**src/rtl/aes_v1_pkg.sv**
```systemverilog
// Shared types, constants and GF(2^8) helpers for the AES column mixer.
package aes_v1_pkg;

  localparam int unsigned COL_W   = 32;
  localparam int unsigned BYTE_W  = 8;
  localparam int unsigned N_BYTES = 4;
  localparam int unsigned COEF_W  = 4;

  // 3-bit FSM state encoding; any other value falls back to idle.
  typedef enum logic [2:0] {
    ST_IDLE = 3'd0,
    ST_B0   = 3'd1,
    ST_B1   = 3'd2,
    ST_B2   = 3'd3,
    ST_B3   = 3'd4
  } mix_state_e;

  // AES field polynomial x^8+x^4+x^3+x+1 with the x^8 term dropped.
  localparam logic [BYTE_W-1:0] AES_POLY = 8'h1B;

  // Coefficient for a_{i+j} sits in element j.
  typedef logic [N_BYTES-1:0][BYTE_W-1:0] coef_set_t;
  localparam coef_set_t ENC_COEF = {8'd1, 8'd1, 8'd3, 8'd2};
  localparam coef_set_t DEC_COEF = {8'd9, 8'd13, 8'd11, 8'd14};

  // Operand captured at accept time.
  typedef struct packed {
    logic             dec;
    logic [COL_W-1:0] col;
  } mix_op_t;

  // Multiply by x in GF(2^8).
  function automatic logic [BYTE_W-1:0] xtime(input logic [BYTE_W-1:0] x);
    return {x[BYTE_W-2:0], 1'b0} ^ (x[BYTE_W-1] ? AES_POLY : 8'h00);
  endfunction

  // Multiply by a small constant (< 16) using a chain of xtime stages.
  function automatic logic [BYTE_W-1:0] gf_mul_coef(input logic [BYTE_W-1:0] x,
                                                    input logic [COEF_W-1:0] c);
    logic [BYTE_W-1:0] p;
    logic [BYTE_W-1:0] r;
    p = x;
    r = '0;
    for (int k = 0; k < int'(COEF_W); k++) begin
      if (c[k]) r = r ^ p;
      p = xtime(p);
    end
    return r;
  endfunction

endpackage

```
**src/rtl/aes_v1_mix_if.sv**
```systemverilog
// Request/response bus between the SubBytes stage, the mixer and the result bus.
interface aes_v1_mix_if;
  import aes_v1_pkg::*;

  logic             valid;
  logic             dec;
  logic [COL_W-1:0] rs1;
  logic             ready;
  logic [COL_W-1:0] rd;

  modport master (output valid, output dec, output rs1, input ready, input rd);
  modport slave  (input valid, input dec, input rs1, output ready, output rd);
endinterface

```
**src/rtl/aes_mix_byte.sv**
```systemverilog
// One output byte of (Inv)MixColumns from a rotated view of the column.
module aes_mix_byte
  import aes_v1_pkg::*;
(
  input  logic [BYTE_W-1:0] a0,
  input  logic [BYTE_W-1:0] a1,
  input  logic [BYTE_W-1:0] a2,
  input  logic [BYTE_W-1:0] a3,
  input  logic              dec,
  output logic [BYTE_W-1:0] b_c
);

  coef_set_t coef_c;

  // Select the coefficient row, then sum the constant products.
  always_comb begin
    coef_c = dec ? DEC_COEF : ENC_COEF;
    b_c    = gf_mul_coef(a0, COEF_W'(coef_c[0]))
           ^ gf_mul_coef(a1, COEF_W'(coef_c[1]))
           ^ gf_mul_coef(a2, COEF_W'(coef_c[2]))
           ^ gf_mul_coef(a3, COEF_W'(coef_c[3]));
  end

endmodule

```
**src/rtl/aes_v1_mix.sv**
```systemverilog
// Serial AES (Inv)MixColumns: one output byte per cycle, result after 4 cycles.
module aes_v1_mix
  import aes_v1_pkg::*;
(
  input  logic          g_clk,
  input  logic          g_resetn,
  aes_v1_mix_if.slave   bus
);

  mix_state_e        state_q, state_d;
  mix_op_t           op_q, op_d;
  logic [COL_W-1:0]  rd_q, rd_d;
  logic              ready_q, ready_d;

  mix_op_t           src_c;
  logic [1:0]        sel_c;
  logic [COL_W-1:0]  rot_c;
  logic [BYTE_W-1:0] byte_c;

  // Byte 0 uses the live request; later bytes use the captured operand.
  always_comb begin
    src_c = (state_q == ST_IDLE) ? mix_op_t'{dec: bus.dec, col: bus.rs1} : op_q;
    case (state_q)
      ST_B0:   sel_c = 2'd1;
      ST_B1:   sel_c = 2'd2;
      ST_B2:   sel_c = 2'd3;
      default: sel_c = 2'd0;
    endcase
  end

  // Rotate right by 8*sel so the target byte lands in a0.
  always_comb begin
    case (sel_c)
      2'd1:    rot_c = {src_c.col[7:0],  src_c.col[31:8]};
      2'd2:    rot_c = {src_c.col[15:0], src_c.col[31:16]};
      2'd3:    rot_c = {src_c.col[23:0], src_c.col[31:24]};
      default: rot_c = src_c.col;
    endcase
  end

  aes_mix_byte u_mix_byte (
    .a0  (rot_c[7:0]),
    .a1  (rot_c[15:8]),
    .a2  (rot_c[23:16]),
    .a3  (rot_c[31:24]),
    .dec (src_c.dec),
    .b_c (byte_c)
  );

  // Next state, operand capture and byte loads.
  always_comb begin
    state_d = state_q;
    op_d    = op_q;
    rd_d    = rd_q;
    ready_d = 1'b0;
    case (state_q)
      ST_IDLE: begin
        if (bus.valid) begin
          state_d   = ST_B0;
          op_d      = src_c;
          rd_d[7:0] = byte_c;
        end
      end
      ST_B0: begin
        state_d    = ST_B1;
        rd_d[15:8] = byte_c;
      end
      ST_B1: begin
        state_d     = ST_B2;
        rd_d[23:16] = byte_c;
      end
      ST_B2: begin
        state_d     = ST_B3;
        rd_d[31:24] = byte_c;
        ready_d     = 1'b1;
      end
      ST_B3:   state_d = ST_IDLE;
      default: state_d = ST_IDLE;
    endcase
  end

  // State and datapath registers with synchronous active-low reset.
  always_ff @(posedge g_clk) begin
    if (!g_resetn) begin
      state_q <= ST_IDLE;
      op_q    <= '0;
      rd_q    <= '0;
      ready_q <= 1'b0;
    end else begin
      state_q <= state_d;
      op_q    <= op_d;
      rd_q    <= rd_d;
      ready_q <= ready_d;
    end
  end

  // ready_q is set on entry to B3, so it is high exactly while in B3.
  assign bus.ready = ready_q;
  assign bus.rd    = rd_q;

endmodule

```
**src/flat_wrapper.sv**
```systemverilog
// flat-port wrapper written by rule: the top's interface ports become plain ports
module aes_v1_mix_flat import aes_v1_pkg::*;
  (g_clk, g_resetn, bus_valid, bus_dec, bus_rs1, bus_ready, bus_rd);
  aes_v1_mix_if bus_i ();
  input  logic g_clk;
  input  logic g_resetn;
  input wire logic [$bits(bus_i.valid)-1:0] bus_valid;
  input wire logic [$bits(bus_i.dec)-1:0] bus_dec;
  input wire logic [$bits(bus_i.rs1)-1:0] bus_rs1;
  output wire logic [$bits(bus_i.ready)-1:0] bus_ready;
  output wire logic [$bits(bus_i.rd)-1:0] bus_rd;
  assign bus_i.valid = bus_valid;
  assign bus_i.dec = bus_dec;
  assign bus_i.rs1 = bus_rs1;
  assign bus_ready = bus_i.ready;
  assign bus_rd = bus_i.rd;
  aes_v1_mix u_core (.g_clk(g_clk), .g_resetn(g_resetn), .bus(bus_i));
endmodule
```
**config.mk**
```make
export PLATFORM = sky130hd
export DESIGN_NAME = aes_v1_mix_flat
export DESIGN_NICKNAME = d
export VERILOG_FILES = /design/src/rtl/aes_v1_pkg.sv /design/src/rtl/aes_v1_mix_if.sv /design/src/rtl/aes_mix_byte.sv /design/src/rtl/aes_v1_mix.sv /design/src/flat_wrapper.sv
export SDC_FILE = /design/constraint.sdc
export NUM_CORES = 1
export LEC_CHECK = 0
export CAP_MARGIN = 20
export CORE_MARGIN = 2
export CORE_UTILIZATION = 35
export CTS_CLUSTER_SIZE = 16
export DETAILED_ROUTE_END_ITERATION = 6
export SETUP_SLACK_MARGIN = 0.02
export SYNTH_ARGS = -nofsm -noshare
export SYNTH_HDL_FRONTEND = slang
export SYNTH_SLANG_ARGS = --single-unit
```
**constraint.sdc**
```tcl
create_clock -name g_clk -period 3.37 [get_ports g_clk]
set_input_delay 0.5055 -clock g_clk [delete_from_list [all_inputs] [get_ports g_clk]]
set_output_delay 0.5055 -clock g_clk [all_outputs]
set_load 0.1 [all_outputs]
```
* Word level (Yosys, flattened, before mapping)
Index checks and enable logic that the tools add are counted.
** Cells by class
- Add/sub/neg operators :: 0
- Multipliers :: 0
- Divide/modulo/power cells :: 0
- Order comparisons :: 0
- Eq/ne operators :: 7
- Shift-type cells :: 0
- Multiplexer cells :: 35
- Bitwise operators :: 27
- Reductions and logical operators :: 2
** Operators by type and width (count)
- 8-bit 2-to-1 mux :: 16
- 8-bit bitwise XOR :: 15
- 32-bit one-hot mux with 3 select lines :: 1
- 8-bit by 5-bit bitwise XOR with 8-bit output :: 12
- 5-bit 2-to-1 mux :: 12
- 33-bit 2-to-1 mux :: 1
- 28-bit 2-to-1 mux :: 1
- 3-bit one-hot mux with 4 select lines :: 1
- 3-bit by 2-bit == test with 1-bit output (second input constant) :: 2
- 2-bit one-hot mux with 3 select lines :: 1
- 2-bit == test (second input constant) :: 2
- 3-bit by 1-bit == test with 1-bit output (second input constant) :: 1
- 3-bit zero test :: 1
- 3-bit 2-to-1 mux :: 1
- 2-bit by 1-bit == test with 1-bit output (second input constant) :: 1
- 2-bit != test (second input constant) :: 1
- 2-bit AND reduction :: 1
- 1-bit 2-to-1 mux :: 1
** Word-level totals
- Bits in registers :: 69
- Bits in latches :: 0
- RAM bits :: 0
- Memory bits (read-only) :: 0
- Bits of input ports :: 36
- Output and inout bits :: 33
- Logic and storage cells :: 79
- Memories :: 0

* Longest topological paths before layout
Gate-level depths: netlist of run 1.
- Word-level depth :: 15
- Mapped depth :: 14
- Gate-level depth less buffers :: 10

* Modules after synthesis
A second synthesis of run 1 with hierarchy kept.
** Second synthesis, totals
- Cell total of the unflattened synthesis :: 523
- Area total of the unflattened synthesis :: 4361.7 um^2
** Modules (own cells, without submodules)
- aes_v1_mix :: times used 1, cells an instance 435, area an instance 3514.6 um^2, seq. area each 1381.3 um^2
- aes_mix_byte :: times used 1, cells an instance 88, area an instance 847.1 um^2, seq. area each 0.0 um^2

* Worst setup path before layout of run 1
OpenSTA, ideal clock, no wires.
- Kind :: register to register
- Start point :: register u_core.state_q[0]
- End point :: register u_core.rd_q[12], in the netlist u_core.bus.rd[12]
- Library setup time :: 0.067 ns
- Data arrival time :: 2.741 ns
- Required time :: 3.303 ns
- Setup slack :: 0.562 ns
- Stages on the path, launching flop included :: 12
- Path buffers :: 1
- Period minus slack after synthesis :: 2.808 ns
- Path through :: dfxtp_1 -> buf_6 -> nor2_2 -> mux2_2 -> mux4_2 -> mux2i_4 -> xnor2_2 -> xnor3_1 -> mux2i_1 -> xnor2_1 -> nor3_1 -> nor2_1
** Between the ends
- Longest elaborated chain between the ends :: 15
- Elaborated cells between the ends (all ways) :: 66
- Classes of those cells :: eq/ne (6); mux (32); bitwise (27); reduce/logical (1)
** Ends and longest elaborated chain
- from (decl) :: line aes_v1_mix.sv:10 : mix_state_e state_q, state_d;
- from (signal assigned) :: line aes_v1_mix.sv:90 : state_q <= state_d;
- 3-bit by 2-bit == test with 1-bit output / 3-bit by 1-bit == test with 1-bit output (equally long branches) :: line aes_v1_mix.sv:23, aes_v1_mix.sv:56
- 2-bit one-hot mux with 3 select lines :: line aes_v1_mix.sv:23 : case (state_q)
- 2-bit == test / 2-bit by 1-bit == test with 1-bit output (equally long branches) :: line aes_v1_mix.sv:33 : case (sel_c)
- 32-bit one-hot mux with 3 select lines :: line aes_v1_mix.sv:33
- 5-bit 2-to-1 mux :: line aes_v1_pkg.sv:34 : return {x[BYTE_W-2:0], 1'b0} ^ (x[BYTE_W-1] ? AES_POLY : 8'h00);
- 8-bit by 5-bit bitwise XOR with 8-bit output :: line aes_v1_pkg.sv:34
- 8-bit bitwise XOR :: line aes_v1_pkg.sv:45 : if (c[k]) r = r ^ p;
- 8-bit 2-to-1 mux :: line aes_v1_pkg.sv:45
- 8-bit bitwise XOR :: line aes_v1_pkg.sv:45
- 8-bit 2-to-1 mux :: line aes_v1_pkg.sv:45
- 8-bit bitwise XOR :: line aes_v1_pkg.sv:45
- 8-bit 2-to-1 mux :: line aes_v1_pkg.sv:45
- 8-bit bitwise XOR :: line aes_mix_byte.sv:19 : ^ gf_mul_coef(a1, COEF_W'(coef_c[1]))
- 8-bit bitwise XOR :: line aes_mix_byte.sv:20 : ^ gf_mul_coef(a2, COEF_W'(coef_c[2]))
- 8-bit bitwise XOR :: line aes_mix_byte.sv:21 : ^ gf_mul_coef(a3, COEF_W'(coef_c[3]));
- to (signal assigned) :: line aes_v1_mix.sv:92 : rd_q <= rd_d;
- to (decl) :: line aes_v1_mix.sv:12 : logic [COL_W-1:0] rd_q, rd_d;
Parallel ways exist; a longest one is shown, timed or not.
A chain may end at the register's enable or synchronous reset.

* Worst setup path after layout of run 1
- Start point :: register u_core.state_q[2]
- End point :: register u_core.rd_q[28], in the netlist u_core.bus.rd[28]
** Between the ends
- Longest elaborated chain between the ends :: 15
- Elaborated cells between the ends (all ways) :: 66
- Classes of those cells :: eq/ne (6); mux (32); bitwise (27); reduce/logical (1)
** Ends and longest elaborated chain (line)
- 3-bit by 2-bit == test with 1-bit output (tied with other cells) :: aes_v1_mix.sv:23, aes_v1_mix.sv:56
- 2-bit one-hot mux with 3 select lines :: aes_v1_mix.sv:23
- 2-bit == test / 2-bit by 1-bit == test with 1-bit output (equally long branches) :: aes_v1_mix.sv:33
- 32-bit one-hot mux with 3 select lines :: aes_v1_mix.sv:33
- 5-bit 2-to-1 mux :: aes_v1_pkg.sv:34
- 8-bit by 5-bit bitwise XOR with 8-bit output :: aes_v1_pkg.sv:34
- 8-bit bitwise XOR :: aes_v1_pkg.sv:45
- 8-bit 2-to-1 mux :: aes_v1_pkg.sv:45
- 8-bit bitwise XOR :: aes_v1_pkg.sv:45
- 8-bit 2-to-1 mux :: aes_v1_pkg.sv:45
- 8-bit bitwise XOR :: aes_v1_pkg.sv:45
- 8-bit 2-to-1 mux :: aes_v1_pkg.sv:45
- 8-bit bitwise XOR :: aes_mix_byte.sv:19
- 8-bit bitwise XOR :: aes_mix_byte.sv:20
- 8-bit bitwise XOR :: aes_mix_byte.sv:21
Parallel ways exist; a longest one is shown, timed or not.

==> results of run 1 <==
-- through the flow --
stage	std cells	utilization	cell area [sq um]	total power [mW]	worst slack, ps
floorplan	575	-	5150	3.02	562
global placement	814	0.421	6070	3.64	76.9
detailed placement	814	0.421	6070	3.66	20.2
CTS	830	0.440	6340	4.57	124
global route	830	0.440	6350	4.81	23.4
finish	830	0.440	6350	4.54	208
-- layout make-up --
class,count,area (sq um)
fill,1413,8080
multi-input combinational,451,3440
inverter,6,22.5
clock buffer,9,225
sequential,69,1390
tap,184,230
timing repair buffer,104,996
clock inverter,7,48.8
-- power groups by stage --
| stage | registers (mW) | clock network (mW) | logic [mW] |
|---|---|---|---|
| 2_1_floorplan | 1.51 | 0 | 1.51 |
| 3_3_place_gp | 1.05 | 0 | 2.59 |
| 3_5_place_dp | 1.05 | 0 | 2.61 |
| 4_1_cts | 1.04 | 0.910 | 2.62 |
| 5_1_grt | 1.05 | 0.953 | 2.80 |
| 6_report | 1.04 | 0.892 | 2.62 |
-- worst max-delay path: stages, from the launching register on --
cell,delay (ps)
dfxtp_2,450
nor2_2,280
mux2_2,370
mux4_2,480
mux2i_4,270
xnor2_2,210
xnor3_1,380
mux2i_1,140
xnor2_1,300
nor2b_1,100
nor2_1,100
-- placed cells by master (no fill, tap or decap), types with 3 or more instances in the layout --
cell / instances
a21boi_0: 32
a21oi_1: 26
a21oi_2: 3
a221oi_1: 3
a31oi_1: 4
and2_1: 5
buf_12: 4
buf_4: 32
clkbuf_16: 9
clkdlybuf4s50_1: 67
dfxtp_1: 66
inv_1: 6
mux2_2: 6
mux2i_1: 39
mux4_2: 17
nand2_1: 95
nand2b_1: 5
nand3_1: 4
nor2_1: 30
nor2b_1: 8
nor3b_1: 4
o211a_1: 5
o211ai_1: 3
o21ai_0: 31
o21ai_1: 4
o22ai_1: 8
xnor2_1: 52
xnor2_2: 4
xnor3_1: 5
xor2_1: 24
-- path summary, 6_finish.rpt --
path,cells past startpoint,startpoint,to
setup reg to reg,10,u_core.state_q[2]$_SDFFE_PN0P_,u_core.bus.rd[28]$_SDFFE_PN0N_
setup / recovery,10,u_core.state_q[2]$_SDFFE_PN0P_,u_core.bus.rd[28]$_SDFFE_PN0N_
hold / removal,2,u_core.bus.rd[2]$_SDFFE_PN0P_,u_core.bus.rd[2]$_SDFFE_PN0P_
hold reg to reg,2,u_core.bus.rd[2]$_SDFFE_PN0P_,u_core.bus.rd[2]$_SDFFE_PN0P_
-- logic make-up after synthesis --
| logic type | share of synthesized area |
|---|---|
| xor gates and xnor gates | 0.167 |
| AOI/OAI and AO/OA | 0.178 |
| muxes | 0.182 |
| buffers and inverters | 0.0652 |
| DFF | 0.268 |
| and+or+nand+nor | 0.139 |
-- flip-flops by register name, summed over array words and instances (netlist names) --
register and flops:
u_core.state_q 3, u_core.bus.ready 1, u_core.op_q 33, u_core.bus.rd 32
-- metal layers --
layer | track usage | up-vias
li1 | - | 2127
met1 | 0.234 | 2048
met2 | 0.305 | 84
met3 | 0.0295 | 19
met4 | 0.0562 | 0
met5 | 0 | -
==> reports/qor.yml, run 1 <==
fraction_of_final_layout_cells_with_drive_strength_greater_than_1: 0.159
final_max_slew_viol_count: 0
postCtsHoldBufs: 0
core.rowCount: 44
cts.clk_slew.worst_paths_ps: 60
worst_hold_slack_ps: 455
first_pass_iteration_count_of_the_detailed_router: 5
cp-end-kind: "flip-flop"
ys_seq_area_frac: 0.268
async_reset_ff_frac: 0
routed_wl_um: 13900
hold_path.class: "flip-flop to flip-flop"
wl_met2_um: 6890
clockPowerShare: 0.196
dp.final_hpwl_um: 10300
deepest_clock_path_buffer_count: 2
initial_core_util: 0.357
n_antenna_cell: 0
internal_power_mw: 2.50
placeableCoreArea_sq_um: 14400
die_area_sq_um: 15700
vdd_drop_max_mv: 0.256
timing.setup.tns_ps: 0
power-per-cell-area_nw_per_um2: 716
ys.flop_type: "dfxtp_1"
cts_resized: 0
clock.fmax_ghz: 0.316
global_route.usage.total: 0.180
timing.final.hold_violations: 0
clk_latency_ps: 340
tritoncts: "yes"
drv_cap: 0
worstPathArrival_ps: 3440
synth.most_common_cell: "nand2_1"
tightest_slew_ps: 1010
highest-signal-layer: "met4"
htree_levels: 3
cts-root-buf: "clkbuf_16"
final_setup_violation_count: 0
yosysUniqueCellTypes: 57
worstPathMaxFanout: 16
synth_seq_cells: 69
buffer_ports.inserted: 68
wl_met1_um: 6370
drt_iter0_drc: 252
power_leakage_nw: 2.30
yosys_warnings: 0
comb_power_share: 0.576
worstPathRequired_ps: 3640
route.detailed.vias_per_inst: 5.15
dr_total_vias: 4278
globalplace.congestion: 0.894
grt_start_max_net_pins: 46
crit_type: "flip-flop to flip-flop"
slew-limit-headroom: 0.322
area_growth_pct: 23.4
cts_setup_buffers: 0
layout_worst_path_cycle_share: 0.938
final_clock_skew_ps: 5.28
synth-edff-count: 0
drtAntennaViolNets: 0
die_w_um: 125
p_seq_frac: 0.228
netlist_instances: 575
global_route_congestion_overflow_total: 0
cts_num_sinks: 69
mappedNetlistArea_sq_um: 5150
power.net_switching_mw: 2.04
syn-num-nets: 611
floorplan.io_pins: 69
avgSynthCellArea_sq_um: 8.95
numCtsBuffers: 9
die_height_um: 125
netlist_top_cells_count: "95 x nand2_1, 69 x dfxtp_1, 52 x xnor2_1"
setup_repair_after_global_routing_missed_its_margin: "no"
first_global_vias: 4309
synth_top_cell_by_area: "dfxtp_1"
global_route_wire_length_before_repair_um: 22700
synth_area_leaders: "dfxtp_1 27%, xnor2_1 8.8%, mux2i_1 7.6%, mux4_2 7.4%, nand2_1 6.9%"
fin_crit_ps: 3160
drc: 0
wl_per_cell_um: 16.8
crit_path_start_kind: "flip-flop"
grt_antenna_before_repair: 0
result_of_the_run: "complete, no violations"
routed-wl-met3_um: 415
swShare: 0.449
yosysTopAreaCellShare: 0.268
final_net_count: 677
rrSetupSlack_ps: 210
Note: power is estimated with default switching activity, not from simulation.
==> inputs of run 2 (changes only) <==
- DONT_BUFFER_PORTS: default -> 1
==> run 2 against run 1 <==
- global-route usage decreased by 1.0 points
- register-to-register slack got worse by 20 ps
- sequential cell count unchanged
- cell area decreased by 12%
- routed wire length decreased by 4.1%
- critical path depth increased by 1
- critical path type unchanged
- critical endpoint is now u_core.bus.rd[11]$_SDFFE_PN0P_
- highest routed layer unchanged
==> reports/qor.yml, run 2 (synthesis results as in run 1) <==
result_of_the_run: "complete, no violations"
worstPathRequired_ps: 3640  # about the same
worst_hold_path_endpoint: "u_core.op_q[0]$_SDFFE_PN0P_"
critPathSlowestCell: "dfxtp_4"
r2r_cells: 11  # +1
cts_setup_buffers: 0  # unchanged
top_register: "u_core.op_q"
final_setup_violation_count: 0  # unchanged
global_route_wire_length_before_repair_um: 21300  # -6.2%
max_ffs_per_register: 33  # unchanged
deepest_clock_path_buffer_count: 2  # unchanged
fillerInstances: 1438  # +1.8%
clock.fmax_ghz: 0.314  # -0.72%
layout_worst_path_cycle_share: 0.945  # +0.00685
numCtsBuffers: 9  # unchanged
route.detailed.vias_per_inst: 5.42  # +5.1%
cp-end-kind: "flip-flop"
die_height_um: 125  # unchanged
tightest_slew_ps: 1010  # -8.34 ps
grt_start_max_net_pins: 72  # +57%
cp_top_delay_family: "XOR/XNOR gates"
postLayoutSetupSlackWorst_ps: 185  # -23.1 ps
globalplace.congestion: 0.862  # -3.6%
htree_levels: 3  # unchanged
placeableCoreArea_sq_um: 14400  # unchanged
placement.cell_area_sq_um: 5280  # -13%
clockPowerShare: 0.208  # +0.012
dp.final_hpwl_um: 9820  # -4.5%
worst_hold_slack_ps: 299  # -157 ps
rrSetupSlack_ps: 180  # -20 ps
buffer_ports.inserted: 0  # -100%
area_growth_pct: 8.36
hold_depth: 2  # unchanged
grt_antenna_before_repair: 0  # unchanged
drv_cap: 0  # unchanged
fin_cells: 747  # -10%
hold_path.class: "input pin to flip-flop"
utilization: 0.387  # -0.0535
first_pass_iteration_count_of_the_detailed_router: 5  # unchanged
dp_cells: 731  # -10%
initial_core_util: 0.357  # unchanged
die_area_sq_um: 15700  # unchanged
timing.setup.tns_ps: 0  # unchanged
regToRegStartpoint: "u_core.state_q[1]$_SDFFE_PN0P_"
cts.clk_slew.worst_paths_ps: 70  # about the same
power_leakage_nw: 1.99  # -14%
global_route_congestion_overflow_total: 0  # unchanged
first_global_vias: 3971  # -7.8%
slew-limit-headroom: 0.328  # +0.00676
drt_iter0_drc: 209  # -17%
dr_total_vias: 4047  # -5.4%
final_clock_skew_ps: 11.7  # +6.44 ps
global_route.usage.total: 0.169  # -0.0101
cts_num_sinks: 69  # unchanged
postCtsHoldBufs: 0  # unchanged
wl_per_cell_um: 17.9  # +6.5%
drtAntennaViolNets: 0  # unchanged
crit_type: "flip-flop to flip-flop"
critPathBufInv: 1  # +1
vdd_drop_max_mv: 0.329  # +28%
swShare: 0.464  # +0.0151
most-common-layout-cells: "95 x nand2_1, 66 x dfxtp_1, 50 x xnor2_1, 37 x mux2i_1, 32 x a21boi_0"
totalPowerFinal_mw: 4.28  # -5.8%
clk_latency_ps: 350  # about the same
drc: 0  # unchanged
timing.hold.worst.start: "bus_rs1[0]"
final_net_count: 594  # -12%
power.net_switching_mw: 1.99  # -2.6%
max_stage_delay_ps: 510  # +30 ps
routed_wl_um: 13300  # -4.1%
internal_power_mw: 2.29  # -8.3%
fraction_of_final_layout_cells_with_drive_strength_greater_than_1: 0.160  # +0.000415
p_seq_frac: 0.365  # +0.137
crit_path_start_kind: "flip-flop"
reg2reg_to: "u_core.bus.rd[11]$_SDFFE_PN0P_"
tritoncts: "yes"
timing.final.hold_violations: 0  # unchanged
worstPathCellList: "buf_4, nor2_1, nor2_2, nor2_1, a21oi_4, xnor2_1, xnor3_1, xor2_1, xnor2_1, or3_4, a31oi_1"
core.rowCount: 44  # unchanged
final_max_slew_viol_count: 0  # unchanged
dp_slack_ps: 131  # +111 ps
final_common_cell: "nand2_1"
floorplan.io_pins: 69  # unchanged
worstPathArrival_ps: 3450  # about the same
fin_crit_ps: 3190  # +23.1 ps
cts_resized: 0  # unchanged
cts-root-buf: "clkbuf_16"
post-route-cell-area_sq_um: 5580  # -12%
comb_power_share: 0.427  # -0.149
setup_repair_after_global_routing_missed_its_margin: "no"
power-per-cell-area_nw_per_um2: 768  # +7.3%
die_w_um: 125  # unchanged
n_antenna_cell: 0  # unchanged
worstPathMaxFanout: 16  # unchanged
run 2: cell types whose count changed in the layout (fill, tap and decap cells not counted), moves of 2 or more:
cell             change
clkdlybuf4s50_1     -67
buf_4               -15
mux2i_1              -2
mux2i_2              +2
xnor2_1              -2
xnor2_2              +2
run 2: layout make-up:
| cell class | instances | area, sq um | area share |
|---|---|---|---|
| multi-input cells | 451 | 3450 | 0.619 |
| repair buffers | 21 | 208 | 0.0372 |
| clock buffers | 9 | 225 | 0.0404 |
| clock inverters | 7 | 50.0 | 0.00897 |
| flip-flops and latches | 69 | 1390 | 0.249 |
| inverters | 6 | 22.5 | 0.00404 |
| well taps | 184 | 230 | 0.0413 |
run 2: worst max path at each step:
stage	startpoint	end	slack [ps]	cells past startpoint
2_1_floorplan	u_core.state_q[0]$_SDFFE_PN0P_	u_core.bus.rd[12]$_SDFFE_PN0P_	560	11
3_3_place_gp	u_core.state_q[1]$_SDFFE_PN0P_	u_core.bus.rd[20]$_SDFFE_PN0P_	190	11
3_5_place_dp	u_core.state_q[1]$_SDFFE_PN0P_	u_core.bus.rd[4]$_SDFFE_PN0P_	130	11
4_1_cts	u_core.state_q[1]$_SDFFE_PN0P_	u_core.bus.rd[4]$_SDFFE_PN0P_	120	11
5_1_grt	u_core.state_q[1]$_SDFFE_PN0P_	u_core.bus.rd[4]$_SDFFE_PN0P_	20	11
6_report	u_core.state_q[1]$_SDFFE_PN0P_	u_core.bus.rd[11]$_SDFFE_PN0P_	180	11
run 2: power groups by stage:
| stage | logic (mW) | registers (mW) | clock network (mW) |
|---|---|---|---|
| 6_report | 1.83 | 1.56 | 0.891 |
| 5_1_grt | 1.99 | 1.58 | 0.937 |
| 4_1_cts | 1.80 | 1.56 | 0.905 |
| 3_5_place_dp | 1.78 | 1.58 | 0 |
| 3_3_place_gp | 1.76 | 1.58 | 0 |
| 2_1_floorplan | 1.51 | 1.51 | 0 |
run 2: per-layer routing:
metal	global-route usage	vias up	part of all wire
met4	0.0549	0	0.015
met3	0.0317	16	0.049
met5	0	-	0
met2	0.289	102	0.50
li1	-	1967	-
met1	0.217	1962	0.44
==> edit 1: new RTL, config.mk and constraints of run 2 <==
Reset style: asynchronous (`g_resetn`), changed in one clocked block. Comments in the files are not updated.
--- a/src/rtl/aes_v1_mix.sv
+++ b/src/rtl/aes_v1_mix.sv
@@ -80,7 +80,7 @@
   end
 
   // State and datapath registers with synchronous active-low reset.
-  always_ff @(posedge g_clk) begin
+  always_ff @(posedge g_clk or negedge g_resetn) begin
     if (!g_resetn) begin
       state_q <= ST_IDLE;
       op_q    <= '0;
Function: differs if g_resetn is asserted again (counterexample within 4 cycles, from zero or initial values and one cycle with g_resetn low); with g_resetn held inactive, the same outputs for 4 cycles.
==> edit 1 against run 2 <==
Routed wire length shrank 0.97%. Non-clock buffer count grew 4. Synthesized area grew 0.71%. Sequential cell count is the same. Design area grew 3.6%. Via count shrank 1.5%. Worst hold slack lost 0.26 ns. Setup slack lost 0.072 ns. Sequential share of layout area grew 5.1 points. Die area grew 0.69%. Cell count shrank 2.7%. Fmax shrank 2.2%.
Power is left out: the tool's default activity adds up to more than one toggle a clock period on the data nets, which glitch-free logic cannot reach.
==> edit 1: results (changes against run 2) <==
----------------------------------------------------
[Synthesis]
  Sequential fraction of the synthesis area ... 33.32% (+6.5 points)
  Predominant post-synthesis flop cell ... dfrtp_1
  Synth area leaders ... dfrtp_1 33%, mux4_2 12%, nand2_1 10%
  Cell types with the highest counts after synthesis ... 139 x nand2_1, 69 x dfrtp_1, 47 x xnor2_1
  Post-synthesis area per instance ... 9.527 um^2 (+6.4%)
  Library cells used by synthesis ... 50 (-12%)
  Post-Synthesis Net Count ... 580 (-5.1%)
  Share of async-settable or async-resettable flops after synthesis ... 100.0% (+100 points)
  Yosys Warn Count ... 0 (unchanged)

[Layout]
  Register with the highest flop count ... u_core.op_q
  Fraction of layout instances using a drive strength above 1 ... 15.47% (-0.52 points)
  Flip-flop count of the largest register, all copies and words added ... 33 (unchanged)
  Total Nets Final ... 574 (-3.4%)
  Number of antenna diodes ... 0 (unchanged)
  FILL cells ... 1,429 (-0.63%)

[Placed design]
  DP Worst Slack ... 0.1166 ns (-0.01477 ns)
  Number of buffers added on ports ... 0 (unchanged)
  Total placed cells including tap cells ... 710 (-2.9%)
  Final Wtd Congestion ... 0.8691 (+0.80%)
  Total placed instance area ... 5411 um^2 (+2.5%)
  Post-DP HPWL ... 9887 um (+0.73%)

[Critical path]
  Kind of cell adding the most delay to the critical path ... XOR/XNOR gates
  CP max stage delay ... 0.56 ns (+0.05 ns)
  Setup slack, reg-to-reg ... 0.11 ns (-0.07 ns)
  Arrival @ worst endpoint ... 3.46 ns (about the same)
  Max Fanout on Critical Path ... 13 (-3)
  Terminus of the critical flop-to-flop path ... u_core.bus.rd[21]
  R2R cell count ... 8 (-3)
  Worst Setup SP ... u_core.state_q[0]
  Cell with the biggest individual delay on the critical path ... mux4_2

[Timing]
  Worst clock skew on the final layout ... 0.01282 ns (+0.001095 ns)
  Rel. slew slack ... 37.47% (+4.6 points)
  Post-route worst hold slack ... 0.04090 ns (-0.2577 ns)

[Clock network]
  CTS Root Cell ... clkbuf_16
  Clock latency reported for the late side of the worst-skew pair ... 0.35 ns (about the same)
  Clock Tree Buf Depth ... 2 (unchanged)
  CTS HTree Levels ... 3 (unchanged)
  Number of setup buffers added after CTS ... 0 (unchanged)
  Clock-pin transition on the worst setup and hold timing paths ... 0.06 ns
  Number of CTS-inserted buffers ... 9 (unchanged)

[Global route]
  Global Route Usage Sum ... 17.03% (+0.080 points)
  Maximum number of pins on one net before global-route repair ... 70 (-2.8%)
  First-pass GRT wire length ... 21,510 um (+0.78%)
  Initial antenna violation count ... 0 (unchanged)

[Route]
  Number of vias after detailed routing ... 3,986 (-1.5%)
  DRT iter0 DRCs ... 210 (+0.48%)
  Drt total wl ... 13,210 um (-0.97%)
  WL per Instance ... 18.17 um (+1.8%)
  Pre-Repair DR Iteration Count ... 4 (-1)

[Worst hold path]
  Hold Path Class ... primary input to async pin

[Run status]
  Status ... complete, no violations

----------------------------------------------------
[edit 1: cell type report]
| cell class | count | area, um^2 | share of cell area (%) |
|---|---|---|---|
| tap | 184 | 230.2 | 3.984 |
| multi-input combinational | 429 | 3252 | 56.28 |
| timing repair buffer | 25 | 224.0 | 3.876 |
| sequential | 69 | 1734 | 30.01 |
| clock inverter | 7 | 97.59 | 1.689 |
| inverter | 4 | 15.01 | 0.2599 |
| clock buffer | 9 | 225.2 | 3.898 |
[edit 1: repair_timing]
| item | 4_1_cts | 5_1_grt |
|---|---|---|
| gates resized for setup | 0 | 4 |
| endpoints found under the hold margin | 69 | 0 |
| endpoints found under the setup margin | 0 | 15 |
| hold buffers | 1 | 0 |
[edit 1: cell families after synthesis]
group | synth area share (%)
flops | 33.32
simple gates | 16.66
mux | 19.77
compound gates | 9.295
buf+inv | 4.080
xor+xnor | 16.88
[edit 1: routing by layer]
layer  vias up  track usage, %  share of wire [%]
met5         -               0                  0
met4         0           5.425                1.7
met3        24           5.905                7.4
met2       109           26.30                 45
met1      1974           22.58                 46
li1       1879               -                  -
[edit 1: worst reg2reg max path, cell delays in order (launching register included)]
cell and delay [ns]:
dfrtp_4 0.55, mux4_2 0.57, mux2i_4 0.22, xnor3_2 0.51, xnor2_2 0.21, xnor3_1 0.38, xnor2_1 0.16, a21oi_1 0.38
o31ai_1 0.15
[edit 1: how the worst max path moves through the flow]
stage / cells past startpoint / slack (ns) / end
2_1_floorplan: 10 / 0.46 / u_core.bus.rd[19]
3_3_place_gp: 8 / 0.17 / u_core.bus.rd[21]
3_5_place_dp: 8 / 0.12 / u_core.bus.rd[21]
4_1_cts: 8 / 0.1 / u_core.bus.rd[21]
5_1_grt: 9 / 0.04 / u_core.bus.rd[17]
6_report: 8 / 0.11 / u_core.bus.rd[21]
==> edit 2: new RTL, settings of run 2 <==
Without the edit above. Take the reset off `rd_q` and load it in a clocked block of its own.
--- a/src/rtl/aes_v1_mix.sv
+++ b/src/rtl/aes_v1_mix.sv
@@ -84,14 +84,16 @@
     if (!g_resetn) begin
       state_q <= ST_IDLE;
       op_q    <= '0;
-      rd_q    <= '0;
       ready_q <= 1'b0;
     end else begin
       state_q <= state_d;
       op_q    <= op_d;
-      rd_q    <= rd_d;
       ready_q <= ready_d;
     end
+  end
+
+  always_ff @(posedge g_clk) begin
+    rd_q <= rd_d;
   end
 
   // ready_q is set on entry to B3, so it is high exactly while in B3.
Behaviour: not the same (a bounded check fails within 4 cycles, from zero or initial values and one cycle with g_resetn low).
==> edit 2 against run 2 <==
Power grew 5.4%. Synthesized cell count shrank 27%. Setup slack gained 0.022 ns. Routed wire length shrank 23%. Design area shrank 7.7%. Sequential cell count is the same. Non-clock buffer count shrank 7. Synthesized area shrank 8.5%. Critical path type unchanged.
==> edit 2: results (changes against run 2) <==
----------------------------------------------------
[Run status]
  Status ... complete, no violations

[Timing]
  Worst clock skew on the final layout ... 0.008290 ns (-0.003431 ns)
  Actual slew at the worst max-slew pin ... 0.9864 ns (-0.01973 ns)
  Post-route worst hold slack ... 0.2955 ns (-0.003166 ns)

[Placed design]
  Final Wtd Congestion ... 0.8291 (-3.8%)
  Total placed instance area ... 4862 um^2 (-7.9%)
  Number of buffers added on ports ... 0 (unchanged)
  DP Worst Slack ... 0.2095 ns (+0.07819 ns)
  Post-DP HPWL ... 7832 um (-20%)

[Layout]
  Fraction of layout instances using a drive strength above 1 ... 17.18% (+1.2 points)
  Number of antenna diodes ... 0 (unchanged)
  Total Nets Final ... 450 (-24%)
  Flip-flop count of the largest register, all copies and words added ... 33 (unchanged)

[Global route]
  Vias in the first global route ... 2,996 (-25%)
  Maximum number of pins on one net before global-route repair ... 38 (-47%)
  First-pass GRT wire length ... 16,470 um (-23%)
  Global Route Usage Sum ... 14.85% (-2.1 points)
  Initial antenna violation count ... 0 (unchanged)

[Synthesis]
  Cell types with the highest counts after synthesis ... 80 x nand2_1, 59 x xnor2_1, 37 x dfxtp_1
  Synth area leaders ... edfxtp_1 20%, dfxtp_1 16%, xnor2_1 11%
  Post-Synthesis Net Count ... 455 (-26%)
  Sequential fraction of the synthesis area ... 36.15% (+9.3 points)
  Library cells used by synthesis ... 45 (-21%)
  Number of flops mapped to enable cells by yosys ... 32 (+32)

[Clock network]
  CTS Root Cell ... clkbuf_16
  CTS HTree Levels ... 3 (unchanged)
  Post_cts resized ... 0 (unchanged)

[Route]
  Length of routed met3 wiring ... 596 um (-8.0%)
  DRT iter0 DRCs ... 199 (-4.8%)
  Number of vias per cell after detailed routing ... 5.166 (-4.6%)
  Wire length on met1 ... 4697 um (-20%)
  Pre-Repair DR Iteration Count ... 4 (-1)
  Routed length on met2 ... 4769 um (-28%)
  WL per Instance ... 17.23 um (-3.5%)

[Power and ir drop]
  Max IR drop VDD ... 0.3332 mV (+1.3%)
  Internal Power ... 2466 uW (+7.5%)
  Leakage power ... 0.001853 uW (-6.8%)

[Critical path]
  Arrival @ worst endpoint ... 3.29 ns (-0.16 ns)
  Max Fanout on Critical Path ... 13 (-3)
  CP max stage delay ... 0.64 ns (+0.13 ns)
  Cell with the biggest individual delay on the critical path ... mux4_1

----------------------------------------------------
-- edit 2: worst paths after layout --
check | to | from | cells past startpoint
max | u_core.bus.rd[28] | u_core.state_q[1] | 9
min | u_core.state_q[0] | g_resetn | 2
max reg2reg | u_core.bus.rd[28] | u_core.state_q[1] | 9
min reg2reg | u_core.op_q[32] | u_core.op_q[32] | 2
-- edit 2: metrics by stage --
stage | total power [uW] | std cells
3_3_place_gp | 3590 | 579
4_1_cts | 4554 | 595
3_5_place_dp | 3629 | 579
5_1_grt | 4728 | 595
2_1_floorplan | 3364 | 419
6_report | 4512 | 595
-- edit 2: cells by family (layout without fill, tap and decap cells) --
family | after synthesis | in the layout | share of synthesized area, %
and+or+nand+nor | 107 | 107 | 9.277
xor gates and xnor gates | 98 | 98 | 20.39
DFF | 69 | 69 | 36.15
AOI/OAI and AO/OA | 58 | 58 | 8.799
muxes | 53 | 53 | 21.16
buffers and inverters | 34 | 34 | 4.226
-- edit 2: final cells by class --
type	instances	area, um^2
Clock buffer	9	225.2
Clock inverter	7	62.56
Fill cell	1278	8040
Inverter	4	15.01
Multi-Input combinational cell	316	2806
Sequential cell	69	1703
Tap cell	176	220.2
Timing Repair Buffer	14	117.6
-- edit 2: layer usage --
metal	vias up	track usage, %
met4	0	5.368
met5	-	0
li1	1463	-
met2	106	23.15
met1	1491	19.71
met3	14	4.183
-- edit 2: power groups by stage --
stage               Combinational, uW  Sequential (uW)  Clock, uW
floorplan                        1250             2110          0
global route                     1580             2170        972
global placement                 1420             2170          0
finish                           1450             2160        906
detailed placement               1450             2170          0
CTS                              1460             2160        937
